--- src/rtl/instruction_fetch_if.sv ---
// rtl/instruction_fetch_if.sv - instruction memory, decode and redirect signals of the fetch stage
interface instruction_fetch_if;
  logic [7:0] instruction_address;
  logic [7:0] instruction_data;
  logic       decode_ready;
  logic       branch_taken;
  logic [7:0] branch_target;
  logic [7:0] instr_reg;
  logic [7:0] instr_pc;
  logic       instr_valid;

  modport master (
    output instruction_address, instr_reg, instr_pc, instr_valid,
    input  instruction_data, decode_ready, branch_taken, branch_target
  );

  modport slave (
    input  instruction_address, instr_reg, instr_pc, instr_valid,
    output instruction_data, decode_ready, branch_taken, branch_target
  );
endinterface

--- src/rtl/instruction_fetch.sv ---
// rtl/instruction_fetch.sv - single-stage instruction fetch with stall, halt, branch redirect and fault
module instruction_fetch #(
  parameter int         MEM_DEPTH   = 64,
  parameter logic [7:0] RESET_PC    = 8'h00,
  parameter logic [7:0] HALT_OPCODE = 8'hFF
) (
  input  logic                clk,
  input  logic                reset,
  instruction_fetch_if.master bus,
  output logic [1:0]          fetch_state,
  output logic                fetch_fault,
  output logic [15:0]         fetch_count
);
  typedef enum logic [1:0] {
    RUN    = 2'b00,
    HALTED = 2'b01,
    FAULT  = 2'b10
  } state_t;

  localparam logic [7:0] LAST_PC = 8'(MEM_DEPTH - 1);
  localparam logic [8:0] DEPTH   = 9'(MEM_DEPTH);

  state_t      state, state_next;
  logic [7:0]  pc, pc_next;
  logic [7:0]  ir, ir_next;
  logic [7:0]  ipc, ipc_next;
  logic        valid, valid_next;
  logic [15:0] count, count_next;
  logic        accept;
  logic        target_ok;

  assign accept    = valid & bus.decode_ready;
  assign target_ok = {1'b0, bus.branch_target} < DEPTH;

  always_ff @(posedge clk or posedge reset) begin
    if (reset) begin
      state <= RUN;
      pc    <= RESET_PC;
      ir    <= 8'h00;
      ipc   <= 8'h00;
      valid <= 1'b0;
      count <= 16'h0000;
    end else begin
      state <= state_next;
      pc    <= pc_next;
      ir    <= ir_next;
      ipc   <= ipc_next;
      valid <= valid_next;
      count <= count_next;
    end
  end

  always_comb begin
    state_next = state;
    pc_next    = pc;
    ir_next    = ir;
    ipc_next   = ipc;
    valid_next = valid;
    count_next = count;
    // A redirect flushes whatever is presented, so it is never counted as accepted.
    if (state != FAULT && bus.branch_taken) begin
      valid_next = 1'b0;
      if (target_ok) begin
        pc_next    = bus.branch_target;
        state_next = RUN;
      end else begin
        state_next = FAULT;
      end
    end else begin
      if (accept && count != 16'hFFFF)
        count_next = count + 16'd1;
      case (state)
        RUN: begin
          if (!valid || accept) begin
            ir_next    = bus.instruction_data;
            ipc_next   = pc;
            valid_next = 1'b1;
            if (bus.instruction_data == HALT_OPCODE)
              state_next = HALTED;
            else
              pc_next = (pc == LAST_PC) ? 8'h00 : pc + 8'd1;
          end
        end
        HALTED: begin
          if (accept)
            valid_next = 1'b0;
        end
        default: begin
        end
      endcase
    end
  end

  assign bus.instruction_address = pc;
  assign bus.instr_reg           = ir;
  assign bus.instr_pc            = ipc;
  assign bus.instr_valid         = valid;
  assign fetch_state             = state;
  assign fetch_fault             = (state == FAULT);
  assign fetch_count             = count;
endmodule

--- src/flat_wrapper.sv ---
// flat-port wrapper written by rule: the top's interface ports become plain ports
module instruction_fetch_flat 
#(
  parameter int         MEM_DEPTH   = 64,
  parameter logic [7:0] RESET_PC    = 8'h00,
  parameter logic [7:0] HALT_OPCODE = 8'hFF
)
  (clk, reset, fetch_state, fetch_fault, fetch_count, bus_instruction_address, bus_instr_reg, bus_instr_pc, bus_instr_valid, bus_instruction_data, bus_decode_ready, bus_branch_taken, bus_branch_target);
  instruction_fetch_if bus_i ();
  input  logic clk;
  input  logic reset;
  output logic [1:0] fetch_state;
  output logic fetch_fault;
  output logic [15:0] fetch_count;
  output wire logic [$bits(bus_i.instruction_address)-1:0] bus_instruction_address;
  output wire logic [$bits(bus_i.instr_reg)-1:0] bus_instr_reg;
  output wire logic [$bits(bus_i.instr_pc)-1:0] bus_instr_pc;
  output wire logic [$bits(bus_i.instr_valid)-1:0] bus_instr_valid;
  input wire logic [$bits(bus_i.instruction_data)-1:0] bus_instruction_data;
  input wire logic [$bits(bus_i.decode_ready)-1:0] bus_decode_ready;
  input wire logic [$bits(bus_i.branch_taken)-1:0] bus_branch_taken;
  input wire logic [$bits(bus_i.branch_target)-1:0] bus_branch_target;
  assign bus_instruction_address = bus_i.instruction_address;
  assign bus_instr_reg = bus_i.instr_reg;
  assign bus_instr_pc = bus_i.instr_pc;
  assign bus_instr_valid = bus_i.instr_valid;
  assign bus_i.instruction_data = bus_instruction_data;
  assign bus_i.decode_ready = bus_decode_ready;
  assign bus_i.branch_taken = bus_branch_taken;
  assign bus_i.branch_target = bus_branch_target;
  instruction_fetch #(.MEM_DEPTH(MEM_DEPTH), .RESET_PC(RESET_PC), .HALT_OPCODE(HALT_OPCODE)) u_core (.clk(clk), .reset(reset), .bus(bus_i), .fetch_state(fetch_state), .fetch_fault(fetch_fault), .fetch_count(fetch_count));
endmodule
--- config.mk ---
export PLATFORM = sky130hd
export DESIGN_NAME = instruction_fetch_flat
export DESIGN_NICKNAME = d
export VERILOG_FILES = /design/src/rtl/instruction_fetch_if.sv /design/src/rtl/instruction_fetch.sv /design/src/flat_wrapper.sv
export SDC_FILE = /design/constraint.sdc
export NUM_CORES = 1
export LEC_CHECK = 0
export CAP_MARGIN = 20
export CORE_UTILIZATION = 50
export DETAILED_ROUTE_END_ITERATION = 8
export MAX_ROUTING_LAYER = met4
export PLACE_DENSITY = 0.87
export REMOVE_ABC_BUFFERS = 1
export SYNTH_ARGS = -nofsm -noshare
export SYNTH_HDL_FRONTEND = slang
export SYNTH_SLANG_ARGS = --single-unit
export TNS_END_PERCENT = 20
--- constraint.sdc ---
create_clock -name clk -period 2.65 [get_ports clk]
set_input_delay 0.53 -clock clk [delete_from_list [all_inputs] [get_ports clk]]
set_output_delay 0.53 -clock clk [all_outputs]
set_load 0.02 [all_outputs]
After elaboration in Yosys (flattened, before gate mapping) --
Index checks and enable logic that the tools add are counted.
Word-level totals: register bits 43, input port bits 20
Cells by class: add/subtract/negate cells 2, order comparisons 1, eq/ne operators 10, muxes and demuxes 15, bitwise operators 2, reductions and logical operators 14
Operator list (count):
- $mux 8 | 6
- $add 16x1->16 const B | 1
- $ne 16x16->1 const B | 1
- $mux 2 | 5
- $reduce_and 3->1 | 3
- $add 8x1->8 const B | 1
- $eq 8x6->1 const B | 1
- $eq 8x8->1 const B | 1
- $lt 8x7->1 const B | 1
- $ne 3x1->1 const B | 2
- $reduce_bool 2->1 | 3
- $ne 2x1->1 const B | 2
- $reduce_and 4->1 | 1
- $mux 1 | 3
- $reduce_bool 3->1 | 1
- $eq 2x1->1 const B | 1
- $eq 2x2->1 const B | 1
- $logic_and 1x1->1 | 2
- $logic_not 2->1 | 1
- $ne 2x2->1 const B | 1
- $pmux 1 s2 | 1
- $reduce_and 2->1 | 1
- $and 1x1->1 | 1
- $logic_not 1->1 | 1
- 2 further kinds | 2

Depth between registers and ports, before layout --
Gate-level depths: netlist of the first run.
word-level depth 6, depth in mapped cells 6

Worst setup path after synthesis of the first run --
No wires, ideal clock.
path kind register to register, start point register u_core.valid, in the netlist u_core.bus.instr_valid, end point register u_core.ir[0], in the netlist u_core.bus.instr_reg[0], library setup time 125 ps, data arrival time 1795 ps, data required time 2525 ps, path slack 731 ps, stages on the path, launching flop included 4, buffers on the path 1, path through dfrtp_1 -> a2111oi_4 -> buf_4 -> mux2_2
Between the ends: longest elaborated chain between the ends 3
RTL lines:
- start: declaration | RTL line instruction_fetch.sv:27 | logic valid, valid_next;
- start signal: assignment | RTL line instruction_fetch.sv:48 | valid <= valid_next;
- $and 1x1->1 or $logic_not 1->1 (tied branches) | RTL line instruction_fetch.sv:32, instruction_fetch.sv:74
- $logic_or 1x1->1 (*) | RTL line instruction_fetch.sv:74 | if (!valid || accept) begin
- $reduce_and 3->1 (no source line) (*)
- end signal: assignment | RTL line instruction_fetch.sv:46 | ir <= ir_next;
- end: declaration | RTL line instruction_fetch.sv:25 | logic [7:0] ir, ir_next;
Every way passes the cells marked *; elsewhere a longest branch is shown, timed or not. A chain may end at the register's enable or synchronous reset.

Final worst setup path of the first run --
start point register u_core.state[1], in the netlist u_core.fetch_state[1], end point output port fetch_fault
Between the ends: longest elaborated chain between the ends 1
RTL lines:
- start: declaration | RTL line instruction_fetch.sv:23 | state_t state, state_next;
- start signal: assignment | RTL line instruction_fetch.sv:44 | state <= state_next;
- $eq 2x2->1 | RTL line instruction_fetch.sv:99 | assign fetch_fault = (state == FAULT);
- end: declaration | RTL line flat_wrapper.sv:13 | output logic fetch_fault;
No other way between the ends.

==> results.md, run 1 <==
- Run status: completed
- Number of global-route vias before repair: 1781
- Root buffer cell: clkbuf_8
- Die width: 66.2 um
- Worst setup SP type: register
- Achievable Freq: 0.448 GHz
- Mux contribution to synthesized area: 10.9%
- Post-synth top area share: 52.2%
- Placed cell area: 2770 um^2
- Final min period: 2230 ps
- Ratio of final minimum period to clock period: 84.2%
- Post-CTS Hold Buffers: 0
- Largest family of logic cells by synthesized area: simple AND/OR/NAND/NOR gates
- Cells after DPL: 296
- Critical path class: register to primary output
- Yosys reg bits: 43
- Non-Filler Instances: 304
- Pwr per Cell Area: 705 nW/um^2
- Number of max-cap violations: 0
- WL/cell: 15.6 um
- Routed vias/inst: 5.69
- Final setup fails: 0
- Antenna-violating nets left: 0
- Largest net degree at the start of global routing: 44
- Fillers: 266
- Post-Synth Simple-Gate Area: 17.6%
- Sw Ratio: 33.2%
- # DRC: 0
- Worst slew pin tran: 549 ps
- Multi-input gate area: 950 um^2
- Detailed Routing Iterations Pass 1: 4
- Leak Pwr: 1.23 nW
- Core box area: 3800 um^2
- Row cnt: 22
- Clock sink count: 43
- Yosys Warn Count: 0
- Synthesized area: 2060 um^2
- Clock Latency Late Sink: 290 ps
- H-Tree Depth: 2
- Setup TNS: 0 ps
- Area leader, netlist: dfrtp_1
- Port bufs: 63
- Total track usage: 25.5%
- Die height: 66.2 um
- Worst Setup End Kind: primary output
- Register area share after synthesis: 52.2%
- Worst path arrival time: 1700 ps
- Core Util, Final: 75.4%
- WL final: 4730 um
- Layout cells sized above 1: 15.2%
- GRT overflow: 0
- Design area: 2870 um^2
- Post-synthesis xor/xnor area fraction: 5.10%
- Max FFs per register: 16
- Maximum vdd drop: 489 uV
- Max-slew violations: 0
- Max transition margin: 63.4%
- Top_reg_cell synth: dfrtp_1
- Largest fanout on the critical path: 8
- RSZ-0062 raised after global routing: no
- Gate power share: 32.2%
- Max clock buf depth: 2
- Final #Nets: 277
- Hold WC Path Type: register to register
- N_diodes: 0
- Clk_skew: 5.80 ps
- # IOs: 64
- Syn avg cell area: 11.2 um^2
- Net Sw Power: 0.672 mW
- Num CTS Buffers: 5
- Initial antenna violation count: 0
- FF/Latch Area: 1080 um^2
- Clock group share of total power: 22.3%
- EDFF count, synth: 0
- Post-CTS Setup Repair Bufs: 0
- Starting Density: 54.3%
- Cell-internal power: 1.35 mW
- Async set-reset flop share out of synthesis: 100%
- Vias post-DR: 1731
- Top post-synthesis cells by area: dfrtp_1, mux2_2, xnor2_1, nand4_1, nor2_1
- Cells after synthesis: 184
- Number of hold violations in the final report: 0
- Post-cts resize count: 0
- HPWL after detailed placement: 3360 um
- Synth Area in Compound Gates: 11.3%
- Hold_ws: 501 ps
- Clock Pin Slew Worst Setup and Hold Paths: 80 ps
- Synthesized-area fraction occupied by adder cells: 1.21%
- Sequential share of power: 45.5%
- TritonCTS clock tree: done
- Layout area overhead: 39.0%
- Synth cell types: 38
- First-pass GRT wire length: 8020 um
- DR iter-0 viols: 133
- RD Place Congestion: 0.907
- Die area: 4390 um^2
- Crit path required time: 2120 ps
-- cell families after synthesis --
group                    Yosys count
AO/OA/AOI/OAI                     30
XOR/XNOR                          12
adder cells (fa/ha/maj)            2
buffers and inverters              8
flip-flops                        43
multiplexers                      20
AND/OR/NAND/NOR                   69
-- power groups by stage --
| stage | Clock (mW) | Combinational (mW) | Sequential [mW] |
|---|---|---|---|
| 2_1_floorplan | 0 | 0.199 | 1.04 |
| 3_3_place_gp | 0 | 0.632 | 0.915 |
| 3_5_place_dp | 0 | 0.650 | 0.924 |
| 4_1_cts | 0.464 | 0.655 | 0.916 |
| 5_1_grt | 0.488 | 0.700 | 0.938 |
| 6_report | 0.450 | 0.651 | 0.920 |
-- Yosys cell counts, types with 2 or more instances --
cell type / n
a21oi_1: 8
nand3_1: 9
a31oi_1: 3
buf_2: 2
inv_1: 5
mux2_2: 19
and4_1: 2
ha_1: 2
xor2_1: 3
nor2_1: 17
o21ai_0: 8
dfrtp_1: 43
nand4_1: 11
nand2_1: 15
nand2b_1: 2
and3_1: 3
nor3_1: 3
xnor2_1: 9
-- final cells by class --
| class | count | share of cell area [%] |
|---|---|---|
| Clock buffer | 8 | 3.49 |
| Timing Repair Buffer | 67 | 23.1 |
| Tap cell | 48 | 2.10 |
| Multi-Input combinational cell | 133 | 33.1 |
| Sequential cell | 43 | 37.6 |
| Inverter | 5 | 0.655 |
-- layout by cell type (no fill, tap or decap), types with 2 or more instances in the layout --
| cell | count |
|---|---|
| xor2_1 | 3 |
| nor2_1 | 17 |
| a21oi_1 | 8 |
| buf_4 | 4 |
| nand2b_1 | 2 |
| inv_1 | 4 |
| and3_1 | 3 |
| clkbuf_8 | 7 |
| and4_1 | 2 |
| o21ai_0 | 8 |
| nand3_1 | 9 |
| nand4_1 | 11 |
| a31oi_1 | 3 |
| dfrtp_1 | 43 |
| ha_1 | 2 |
| mux2_2 | 19 |
| clkdlybuf4s50_1 | 63 |
| nand2_1 | 15 |
| xnor2_1 | 9 |
| nor3_1 | 3 |
-- per-stage QoR --
stage | power (mW) | worst slack (ps)
after global placement | 1.55 | 404
after CTS | 2.04 | 418
after global routing | 2.13 | 345
final | 2.02 | 418
after detailed placement | 1.57 | 300
after floorplan | 1.24 | 505
-- final timing paths --
| check | start | to | depth (start not counted) | slack [ps] |
|---|---|---|---|---|
| max in group asynchronous | reset | u_core.bus.instruction_address[6] | 3 | 1610 |
| hold / removal | u_core.fetch_count[11] | u_core.fetch_count[11] | 1 | 500 |
| setup reg to reg | u_core.fetch_state[1] | u_core.fetch_count[14] | 5 | 670 |
| min in group asynchronous | reset | u_core.fetch_count[0] | 3 | 670 |
| setup / recovery | u_core.fetch_state[1] | fetch_fault | 2 | 420 |
| hold reg to reg | u_core.fetch_count[11] | u_core.fetch_count[11] | 1 | 500 |
-- per-layer routing --
layer	part of all wire (%)	wire length, um	track usage [%]	vias to the layer above
li1	-	-	-	803
met1	41	1960	29.4	834
met2	51	2400	41.5	85
met3	6.3	296	6.03	9
met4	1.5	71	12.8	0
met5	0	0	-	-
-- critical path, cell delays in order, from the launching register on --
cell	delay [ps]
dfrtp_1	510
and2b_1	250
clkdlybuf4s50_1	640
No activity file was read; power rests on OpenSTA's default activity.
==> run 2: changes to the inputs <==
CORE_UTILIZATION = 46   (was 50)
PLACE_DENSITY = 0.81   (was 0.87)
clock period = 2.1 ns   (was 2.65 ns; I/O delays follow)
==> run 2 against run 1 <==
Effect of this change:
- hold slack got worse by 55 ps
- critical path depth fell by 1
- critical path type unchanged
- clock skew is 1.3 ps lower
- count of clock-buffer cells in the layout is 2 lower
==> results.md, run 2 (synthesis gave the netlist of run 1 again) <==
- Pwr per Cell Area: 838 nW/um^2 (was 705 nW/um^2)
- Critical path class: register to primary output (unchanged)
- Placed cell area: 2850 um^2 (was 2770 um^2)
- Number of global-route vias before repair: 1616 (was 1781)
- Number of hold violations in the final report: 0 (unchanged)
- Num CTS Buffers: 5 (unchanged)
- Number of max-cap violations: 0 (unchanged)
- Largest net degree at the start of global routing: 44 (unchanged)
- CP Buf/Inv Count: 1 (unchanged)
- DR iter-0 viols: 86 (was 133)
- Clock Latency Late Sink: 290 ps (about the same)
- CP delay by family, top: buffers and inverters (unchanged)
- Layout cells sized above 1: 17.2% (was 15.2%)
- Run status: completed (unchanged)
- Clock sink count: 43 (unchanged)
- Row cnt: 23 (was 22)
- HPWL after detailed placement: 3210 um (was 3360 um)
- Die height: 69.0 um (was 66.2 um)
- First-pass GRT wire length: 7260 um (was 8020 um)
- Reg-to-reg setup timing slack: 260 ps (was 670 ps)
- Final Power: 2.44 mW (was 2.02 mW)
- RD Place Congestion: 0.821 (was 0.907)
- Worst path arrival time: 1470 ps (was 1700 ps)
- N_diodes: 0 (unchanged)
- Max clock buf depth: 2 (unchanged)
- Final #Nets: 284 (was 277)
- Reg2reg path depth: 6 (was 5)
- Post-CTS Setup Repair Bufs: 0 (unchanged)
- Worst R2R End: u_core.fetch_count[14] (unchanged)
- WL final: 4390 um (was 4730 um)
- Routed vias/inst: 5.47 (was 5.69)
- Fillers: 332 (was 266)
- Max transition margin: 73.8% (was 63.4%)
- Worst setup SP type: register (unchanged)
- Clk_skew: 4.52 ps (was 5.80 ps)
- H-Tree Depth: 2 (unchanged)
- Layout area overhead: 41.5% (was 39.0%)
- Root buffer cell: clkbuf_8 (unchanged)
- Clock group share of total power: 19.6% (was 22.3%)
- GRT overflow: 0 (unchanged)
- Core box area: 4140 um^2 (was 3800 um^2)
- WL/cell: 14.1 um (was 15.6 um)
- Leak Pwr: 1.25 nW (was 1.23 nW)
- Final setup fails: 0 (unchanged)
- Initial antenna violation count: 0 (unchanged)
- Sequential share of power: 47.0% (was 45.5%)
- TritonCTS clock tree: done (unchanged)
- Crit path cell chain: clkdlybuf4s50_1 (was and2b_1, clkdlybuf4s50_1)
- RSZ-0062 raised after global routing: no (unchanged)
- Sw Ratio: 33.3% (was 33.2%)
- Max FFs per register: 16 (unchanged)
- Cell-internal power: 1.63 mW (was 1.35 mW)
- Maximum vdd drop: 702 uV (was 489 uV)
- # IOs: 64 (unchanged)
- Antenna-violating nets left: 0 (unchanged)
- Clock Pin Slew Worst Setup and Hold Paths: 70 ps (was 80 ps)
- Crit path required time: 1680 ps (was 2120 ps)
- Hold WC Path Type: input port to async pin (was register to register)
- Largest fanout on the critical path: 7 (was 8)
- R2R Path Start: u_core.fetch_count[0] (was u_core.fetch_state[1])
- Die area: 4750 um^2 (was 4390 um^2)
- # DRC: 0 (unchanged)
- Core Util, Final: 70.4% (was 75.4%)
- Max-slew violations: 0 (unchanged)
- Ratio of final minimum period to clock period: 89.8%
- Achievable Freq: 0.530 GHz
- Gate power share: 33.5% (was 32.2%)
- Commonest cells after routing, fill and taps aside: clkdlybuf4s50_1, dfrtp_1, mux2_2 (unchanged)
- Total track usage: 21.3% (was 25.5%)
- Worst slew pin tran: 392 ps (was 549 ps)
- Commonest non-fill, non-tap cell in the layout: clkdlybuf4s50_1 (unchanged)
- Die width: 69.0 um (was 66.2 um)
- Multi-input gate area: 950 um^2 (unchanged)
- FF/Latch Area: 1080 um^2 (about the same)
- Port bufs: 63 (unchanged)
- Design area: 2920 um^2 (was 2870 um^2)
- Net Sw Power: 0.813 mW (was 0.672 mW)
- Vias post-DR: 1702 (was 1731)
- Worst path max stage delay: 660 ps (was 640 ps)
- Worst Setup End Kind: primary output (unchanged)
- Detailed Routing Iterations Pass 1: 4 (unchanged)
- Hold_ws: 446 ps (was 501 ps)
- Final min period: 1890 ps
- Starting Density: 49.8% (was 54.3%)
- CP max-delay cell: clkdlybuf4s50_1 (unchanged)
==> run 2: layer usage <==
metal | wire, um | vias up | GRT usage, %
li1 | - | 820 | -
met1 | 1930 | 829 | 27.1
met2 | 2200 | 51 | 34.2
met3 | 243 | 2 | 5.92
met4 | 23 | 0 | 3.83
met5 | 0 | - | -
==> run 2: what timing repair did <==
item	4_1_cts	5_1_grt
setup endpoints to repair	1	0
hold endpoints to repair	0	0
hold buffers	0	0
gates resized for setup	2	0
==> run 2: how the worst max path moves through the flow <==
stage | from | slack [ps] | to | depth (start not counted)
after floorplan | u_core.bus.instr_valid | -40 | u_core.bus.instruction_address[6] | 4
after global placement | bus_decode_ready | -4 | u_core.bus.instr_pc[5] | 6
after detailed placement | bus_decode_ready | -30 | u_core.bus.instruction_address[6] | 7
after CTS | u_core.bus.instr_valid | 200 | bus_instr_valid | 1
after global routing | u_core.fetch_count[0] | 100 | u_core.fetch_count[14] | 6
final | u_core.bus.instr_valid | 210 | bus_instr_valid | 1
==> run 2: cell type report <==
type | count | share of cell area (%)
clock buffers | 6 | 2.49
inverters | 5 | 0.643
multi-input cells | 133 | 32.5
flip-flops and latches | 43 | 36.9
well taps | 50 | 2.14
repair buffers | 74 | 25.3
==> run 2: through the flow <==
step           cells  worst slack (ps)  setup TNS, ps
3_3_place_gp     305             -3.57          -17.5
2_1_floorplan    181             -44.9          -71.7
5_1_grt          311              99.4              0
4_1_cts          311               204              0
3_5_place_dp     305             -34.2           -169
6_report         311               214              0
==> run 2: power by group through the flow <==
stage / sequential [mW] / clock (mW) / combinational (mW)
global placement: 1.16 / 0 / 0.804
global route: 1.18 / 0.532 / 0.882
floorplan: 1.31 / 0 / 0.251
CTS: 1.15 / 0.496 / 0.825
detailed placement: 1.16 / 0 / 0.819
finish: 1.15 / 0.478 / 0.818
